`src/rtl/mem_arb_pkg.sv`:
```
// -----------------------------------------------------------------------------
// mem_arb_pkg
//   Shared types and constants for the main-memory arbiter: FSM state
//   encoding, grant encoding of the two requester ports, default bus widths
//   and the m_rw_ polarity constants.
// -----------------------------------------------------------------------------
package mem_arb_pkg;

    localparam int AW_DEF = 12;
    localparam int DW_DEF = 32;

    typedef enum logic [1:0] {
        IDLE = 2'd0,
        BUSY = 2'd1,
        DONE = 2'd2
    } state_t;

    // Grant encoding doubles as the bit index into the {d_req, f_req} vector.
    localparam logic GNT_F = 1'b0;
    localparam logic GNT_D = 1'b1;

    // m_rw_ polarity: high for read, low for write.
    localparam logic M_READ  = 1'b1;
    localparam logic M_WRITE = 1'b0;

endpackage

```
`src/rtl/rr_arb2.sv`:
```
// -----------------------------------------------------------------------------
// rr_arb2
//   Two-request round-robin picker. The grant is combinational from req and
//   the last granted port; the last-grant register is updated only when
//   upd_en is high and some request is present.
//
//   clock     : system clock
//   reset     : asynchronous active-high reset (last grant -> D)
//   req[1:0]  : request vector, bit GNT_F = fetch, bit GNT_D = data
//   upd_en    : commit the current grant as the new last grant
//   gnt_valid : at least one request present
//   gnt       : granted port (GNT_F / GNT_D), meaningful when gnt_valid
// -----------------------------------------------------------------------------
module rr_arb2
    import mem_arb_pkg::*;
(
    input  logic       clock,
    input  logic       reset,
    input  logic [1:0] req,
    input  logic       upd_en,
    output logic       gnt_valid,
    output logic       gnt
);

    logic last_gnt_r;

    // Pick the requester; on contention favour the port not served last.
    always_comb begin
        gnt_valid = req[0] | req[1];
        if (req == 2'b11) begin
            gnt = ~last_gnt_r;
        end else if (req[1]) begin
            gnt = GNT_D;
        end else begin
            gnt = GNT_F;
        end
    end

    // Remember the last committed grant; reset value D lets F win first.
    always_ff @(posedge clock or posedge reset) begin
        if (reset) begin
            last_gnt_r <= GNT_D;
        end else if (upd_en && gnt_valid) begin
            last_gnt_r <= gnt;
        end else begin
            last_gnt_r <= last_gnt_r;
        end
    end

endmodule

```
`src/rtl/mem_arbiter.sv`:
```
// -----------------------------------------------------------------------------
// mem_arbiter
//   Shares the single-port main memory between the instruction-fetch port (F)
//   and the data load/store port (D). One access is in flight at a time; the
//   memory strobe is held for MEM_LAT cycles, then the granted port gets a
//   one-cycle ack. All outputs are registered.
//
//   clock, reset           : clock, asynchronous active-high reset
//   f_req/f_addr           : fetch request and address (held until f_ack)
//   f_ack/f_rdata          : fetch done pulse, fetched word (held)
//   d_req/d_we/d_addr/
//   d_wdata                : data request, write enable, address, write data
//   d_ack/d_rdata          : data done pulse, read word (reads only)
//   m_en/m_rw_/m_addr/
//   m_wdata/m_rdata        : memory strobe, read(1)/write(0), address, data
// -----------------------------------------------------------------------------
module mem_arbiter
    import mem_arb_pkg::*;
#(
    parameter int AW      = AW_DEF,
    parameter int DW      = DW_DEF,
    parameter int MEM_LAT = 1
) (
    input  logic          clock,
    input  logic          reset,
    input  logic          f_req,
    input  logic [AW-1:0] f_addr,
    output logic          f_ack,
    output logic [DW-1:0] f_rdata,
    input  logic          d_req,
    input  logic          d_we,
    input  logic [AW-1:0] d_addr,
    input  logic [DW-1:0] d_wdata,
    output logic          d_ack,
    output logic [DW-1:0] d_rdata,
    output logic          m_en,
    output logic          m_rw_,
    output logic [AW-1:0] m_addr,
    output logic [DW-1:0] m_wdata,
    input  logic [DW-1:0] m_rdata
);

    localparam logic [2:0] LAT_INIT = 3'(MEM_LAT);

    state_t     state_r;
    logic [2:0] lat_cnt_r;
    logic       cur_gnt_r;
    logic [1:0] req_s;
    logic       upd_en_s;
    logic       gnt_valid_s;
    logic       gnt_s;

    // Request vector for the picker; grants are only committed from IDLE.
    always_comb begin
        req_s = {d_req, f_req};
        if (state_r == IDLE) begin
            upd_en_s = 1'b1;
        end else begin
            upd_en_s = 1'b0;
        end
    end

    rr_arb2 u_rr_arb2 (
        .clock     (clock),
        .reset     (reset),
        .req       (req_s),
        .upd_en    (upd_en_s),
        .gnt_valid (gnt_valid_s),
        .gnt       (gnt_s)
    );

    // Access sequencer: latch the granted request, strobe memory, then ack.
    always_ff @(posedge clock or posedge reset) begin
        if (reset) begin
            state_r   <= IDLE;
            lat_cnt_r <= 3'd0;
            cur_gnt_r <= GNT_D;
            f_ack     <= 1'b0;
            d_ack     <= 1'b0;
            m_en      <= 1'b0;
            m_rw_     <= M_READ;
            m_addr    <= {AW{1'b0}};
            m_wdata   <= {DW{1'b0}};
            f_rdata   <= {DW{1'b0}};
            d_rdata   <= {DW{1'b0}};
        end else begin
            case (state_r)
                IDLE: begin
                    f_ack <= 1'b0;
                    d_ack <= 1'b0;
                    if (gnt_valid_s) begin
                        cur_gnt_r <= gnt_s;
                        lat_cnt_r <= LAT_INIT;
                        m_en      <= 1'b1;
                        state_r   <= BUSY;
                        if (gnt_s == GNT_F) begin
                            m_addr <= f_addr;
                            m_rw_  <= M_READ;
                        end else begin
                            m_addr  <= d_addr;
                            m_wdata <= d_wdata;
                            m_rw_   <= d_we ? M_WRITE : M_READ;
                        end
                    end
                end
                BUSY: begin
                    lat_cnt_r <= lat_cnt_r - 3'd1;
                    // Last strobe cycle: memory data is valid now.
                    if (lat_cnt_r == 3'd1) begin
                        m_en    <= 1'b0;
                        state_r <= DONE;
                        if (cur_gnt_r == GNT_F) begin
                            f_rdata <= m_rdata;
                            f_ack   <= 1'b1;
                        end else begin
                            if (m_rw_ == M_READ) begin
                                d_rdata <= m_rdata;
                            end
                            d_ack <= 1'b1;
                        end
                    end
                end
                DONE: begin
                    f_ack   <= 1'b0;
                    d_ack   <= 1'b0;
                    state_r <= IDLE;
                end
                default: begin
                    f_ack   <= 1'b0;
                    d_ack   <= 1'b0;
                    m_en    <= 1'b0;
                    state_r <= IDLE;
                end
            endcase
        end
    end

endmodule

```
`config.mk`:
```
export PLATFORM = sky130hd
export DESIGN_NAME = mem_arbiter
export DESIGN_NICKNAME = d
export VERILOG_FILES = /design/src/rtl/mem_arb_pkg.sv /design/src/rtl/rr_arb2.sv /design/src/rtl/mem_arbiter.sv
export SDC_FILE = /design/constraint.sdc
export NUM_CORES = 1
export LEC_CHECK = 0
export CAP_MARGIN = 40
export CORE_ASPECT_RATIO = 0.9
export CORE_MARGIN = 5
export CORE_UTILIZATION = 35
export CTS_BUF_LIST = sky130_fd_sc_hd__clkbuf_8 sky130_fd_sc_hd__clkbuf_16
export DETAILED_ROUTE_END_ITERATION = 8
export GPL_ROUTABILITY_DRIVEN = 1
export PLACE_DENSITY = 0.7
export SLEW_MARGIN = 10
export SYNTH_ARGS = -nofsm -noshare
export SYNTH_HDL_FRONTEND = slang
export SYNTH_SLANG_ARGS = --single-unit
```
`constraint.sdc`:
```
create_clock -name clock -period 6.2 [get_ports clock]
set_input_delay 0.93 -clock clock [delete_from_list [all_inputs] [get_ports clock]]
set_output_delay 0.93 -clock clock [all_outputs]
set_load 0.05 [all_outputs]
```
## After elaboration in Yosys (flattened, before gate mapping)

Index checks and enable logic that the tools add are counted.

| operators by class | value |
|---|---|
| equal/unequal tests | 8 |
| mux-type cells | 20 |
| $add $sub $neg | 1 |
| bitwise gates (word level) | 4 |
| reductions and logical operators | 12 |

Operators with widths:

| kind | number |
|---|---|
| two-way mux 1 bit | 13 |
| two-way mux 12 bit | 1 |
| AND reduction 2 bit | 5 |
| AND reduction 3 bit | 3 |
| inequality test 2 bit, second input constant | 3 |
| case mux 3 bit (2 select lines) | 1 |
| equality test 2 bit, second input constant | 2 |
| two-way mux 2 bit | 2 |
| case mux 2 bit (2 select lines) | 1 |
| AND reduction 4 bit | 1 |
| equality test 3 x 1 -> 1 bit, second input constant | 1 |
| two-way mux 3 bit | 1 |
| NOT 1 bit | 3 |
| case mux 1 bit (3 select lines) | 1 |
| subtractor 3 x 1 -> 3 bit, second input constant | 1 |
| equality test 2 x 1 -> 1 bit, second input constant | 1 |
| zero test 2 bit | 1 |
| inequality test 2 x 1 -> 1 bit, second input constant | 1 |
| nonzero test 2 bit | 1 |
| logical AND 1 bit | 1 |
| OR 1 bit | 1 |

| word-level totals | value |
|---|---|
| register bits after elaboration | 119 |
| output and inout bits | 112 |
| input port bits | 93 |

## Longest topological paths before layout

| logic depth | value |
|---|---|
| word-level depth | 3 |
| gate-level depth with buffers | 7 |

## Modules after synthesis

Synthesis repeated with hierarchy kept, for this count alone.

| unflattened totals | value |
|---|---|
| cell total of the unflattened synthesis | 306 |
| area total of the unflattened synthesis | 4,697.0 µm² |

Modules (own cells, without submodules):

| module | cells each | area each (µm²) | times used |
|---|---|---|---|
| mem_arbiter | 300 | 4,642.0 | 1 |
| rr_arb2 | 6 | 55.1 | 1 |

## Least setup slack after synthesis

No wires, ideal clock.

| path | value |
|---|---|
| kind | input to register |
| start point | in d_req |
| end point | reg m_wdata[10] |
| path buffers | 2 |
| setup time | 0.125 ns |
| slack | 4.034 ns |
| stages | 5 |
| arrival time | 2.041 ns |
| path through | a21bo_2 -> or3_1 -> buf_6 -> buf_6 -> mux2_4 |

| on the way | value |
|---|---|
| cells in the longest elaborated chain, start to end | 3 |
| elaborated cells between the ends (all ways) | 5 |

Ends and longest elaborated chain:

| element | RTL line | text |
|---|---|---|
| from (decl) | mem_arbiter.sv:30 | `input logic d_req,` |
| equality test 2 bit / two-way mux 1 bit (equally long branches) | rr_arb2.sv:30, rr_arb2.sv:32 |  |
| two-way mux 1 bit | rr_arb2.sv:30 | `if (req == 2'b11) begin` |
| AND reduction 3 bit (no source line) (*) | -- |  |
| to (signal assigned) | mem_arbiter.sv:83 | `m_wdata <= {DW{1'b0}};` |
| to (signal assigned) | mem_arbiter.sv:101 | `m_wdata <= d_wdata;` |
| to (decl) | mem_arbiter.sv:39 | `output logic [DW-1:0] m_wdata,` |

Every way passes the cells marked *; elsewhere a longest branch is shown, timed or not.
A chain may end at the register's enable or synchronous reset.

## Worst setup path in the final report

| path | value |
|---|---|
| start point | in d_req |
| end point | reg m_wdata[3] |

Same word-level chain as after synthesis.

==> results.json <==
{
  "io_pins": 205,
  "antenna_left": 0,
  "fin_crit_ns": 2.72,
  "grt_max_degree": 65,
  "layout.nets": 596,
  "syn_area_um2": 4740,
  "drt_first_pass_iters": 4,
  "cts_buffer_depth": 2,
  "final_common_cell": "clkdlybuf4s50_1",
  "syn_avg_cell_area_um2": 16.6,
  "multiInputGateArea_um2": 1650,
  "grt_pass1_wl_um": 18700,
  "cts-root-buf": "clkbuf_16",
  "hold_class": "flip-flop to flip-flop",
  "tns_ns": 0,
  "worst_hold_slack_ns": 0.477,
  "routed-via-count": 3135,
  "dp_hpwl_um": 8600,
  "holdPathEnd": "f_ack",
  "post_cts_buffers": 0,
  "rows": 40,
  "skew_ns": 0.00710,
  "worst-slew-pin-transition_ns": 0.545,
  "cp_max_fo": 22,
  "drc": 0,
  "setup_viol": 0,
  "start_kind": "input pin",
  "r2r-start": "u_rr_arb2.last_gnt_r",
  "cts_tree": "built",
  "holdPathStages": 1,
  "area_growth_syn_to_layout_pct": 58.4,
  "rsz0062_at_grt": "false",
  "ff2ff_path_depth": 4,
  "htreeDepth": 4,
  "die_w_um": 133,
  "worstSetupEndpointType": "flip-flop",
  "seqCellArea_um2": 2960,
  "cp_num_buf_inv": 2,
  "fmax_mhz": 368,
  "drt_wl_total_um": 11600,
  "synthArstFlopShare": 1.00,
  "slowest_delay_ns": 0.66,
  "ctsResizeCount": 0,
  "netlist_instances": 286,
  "clk_pin_slew_worst_paths_ns": 0.05,
  "die_h_um": 120,
  "cp_data_required_time_ns": 6.49,
  "slew_headroom": 0.636,
  "grt_usage": 0.151,
  "grt_pass1_vias": 3487,
  "ys_warn_count": 0,
  "num-fill-cells": 1076,
  "drive_gt1_frac": 0.317,
  "antenna_found_initial": 0,
  "diodes": 0,
  "min_from": "f_ack",
  "path_cells": "clkdlybuf4s50_1 -> a21bo_2 -> or3_2 -> buf_12 -> mux2_4",
  "arrival_ns": 3.01,
  "clock_latency_ns": 0.41,
  "synth_ff_type": "dfrtp_1",
  "slew_viol_final": 0,
  "via_per_inst": 4.60,
  "fin_crit_sh": 0.438,
  "core_um2": 13300,
  "synth-edff-count": 0,
  "die_area_um2": 16000,
  "hold_viol": 0,
  "io_buffers": 204,
  "synth_nets": 381,
  "drtIter0Drc": 92,
  "grt_remaining_overflow": 0,
  "cts_made_buffers": 17,
  "clock_sinks": 118,
  "initial_core_util": 0.356,
  "final_cell_mix": "clkdlybuf4s50_1 (204), dfrtp_1 (116), mux2_2 (91)",
  "wl_per_cell_um": 17.0,
  "cts.hold.buffers_added": 0,
  "yosysUniqueCellTypes": 28,
  "r2r_slack_ns": 4.15,
  "reg2reg_to": "m_wdata[3]",
  "maxCapViolations": 0,
  "crit_slowest_cell": "or3_2",
  "status": "completed",
  "synth-seq-cells": 118,
  "critPathKind": "input pin to flip-flop",
  "crit_family": "buffers and inverters",
  "yosysSeqAreaShare": 0.623,
  "place.gp.congestion": 0.716
}
metal layers:
| metal | up-vias | track usage | routed length [um] |
|---|---|---|---|
| met1 | 1568 | 0.171 | 4660 |
| met4 | 0 | 0.0532 | 160 |
| met3 | 12 | 0.0703 | 801 |
| met5 | - | 0 | 0 |
| li1 | 1448 | - | - |
| met2 | 107 | 0.251 | 5970 |
layout make-up:
type                    instances  area share
flip-flops and latches        118       0.393
repair buffers                210       0.282
multi-input cells             148       0.220
clock buffers                  18      0.0584
well taps                     168      0.0280
clock inverters                14      0.0150
inverters                       6     0.00333
logic make-up (layout without fill, tap and decap cells):
kind of cell | Yosys count | after routing | synth area share
fa+ha+maj | 2 | 2 | 0.00527
compound gates | 14 | 14 | 0.0200
buf+inv | 20 | 248 | 0.0288
simple gates | 12 | 12 | 0.0158
mux | 120 | 120 | 0.307
flops | 118 | 118 | 0.623
worst register-to-register path, stage by stage, from the launching register on:
cell,delay (ns)
dfstp_2,0.39
a21bo_2,0.30
or3_2,0.66
buf_12,0.26
mux2_4,0.32
worst max path at each step:
| stage | from | end | slack, ns | depth (start not counted) |
|---|---|---|---|---|
| final | d_req | m_wdata[3] | 3.48 | 5 |
| after global routing | d_req | m_wdata[3] | 3.43 | 5 |
| after CTS | m_rw_ | m_rw_ | 3.47 | 1 |
| after detailed placement | d_req | m_wdata[23] | 3.04 | 5 |
| after global placement | d_req | m_wdata[29] | 2.98 | 4 |
| after floorplan | reset | d_ack | 2.14 | 1 |
synthesized netlist by cell type, types with 2 or more instances:
master | instances | area, um2
dfrtp_1 | 116 | 2900
mux2_2 | 91 | 1020
mux2_4 | 28 | 420
buf_6 | 7 | 78.8
buf_2 | 6 | 30.0
inv_1 | 6 | 22.5
a21oi_1 | 3 | 15.0
nor2_1 | 3 | 11.3
o21ai_0 | 3 | 15.0
a21o_1 | 2 | 15.0
dfstp_2 | 2 | 52.6
ha_1 | 2 | 25.0
nor2b_1 | 2 | 12.5
sequential cells by signal, summed over array words and instances (netlist names):
signal	count
d_rdata	32
m_en	1
m_wdata	32
m_rw_	1
m_addr	12
f_ack	1
u_rr_arb2.last_gnt_r	1
f_rdata	32
d_ack	1
state_r	2
lat_cnt_r	3
per-stage QoR:
| stage | area [um2] | std cells | setup slack [ns] | utilization |
|---|---|---|---|---|
| floorplan | 4740 | 286 | 2.14 | - |
| global placement | 6920 | 648 | 2.98 | 0.519 |
| detailed placement | 6960 | 650 | 3.04 | 0.523 |
| CTS | 7510 | 682 | 3.47 | 0.564 |
| global route | 7510 | 682 | 3.43 | 0.564 |
| finish | 7510 | 682 | 3.48 | 0.564 |
Power is not shown: default switching activity piles up to over one toggle a cycle in this logic, so the estimate is an artifact.
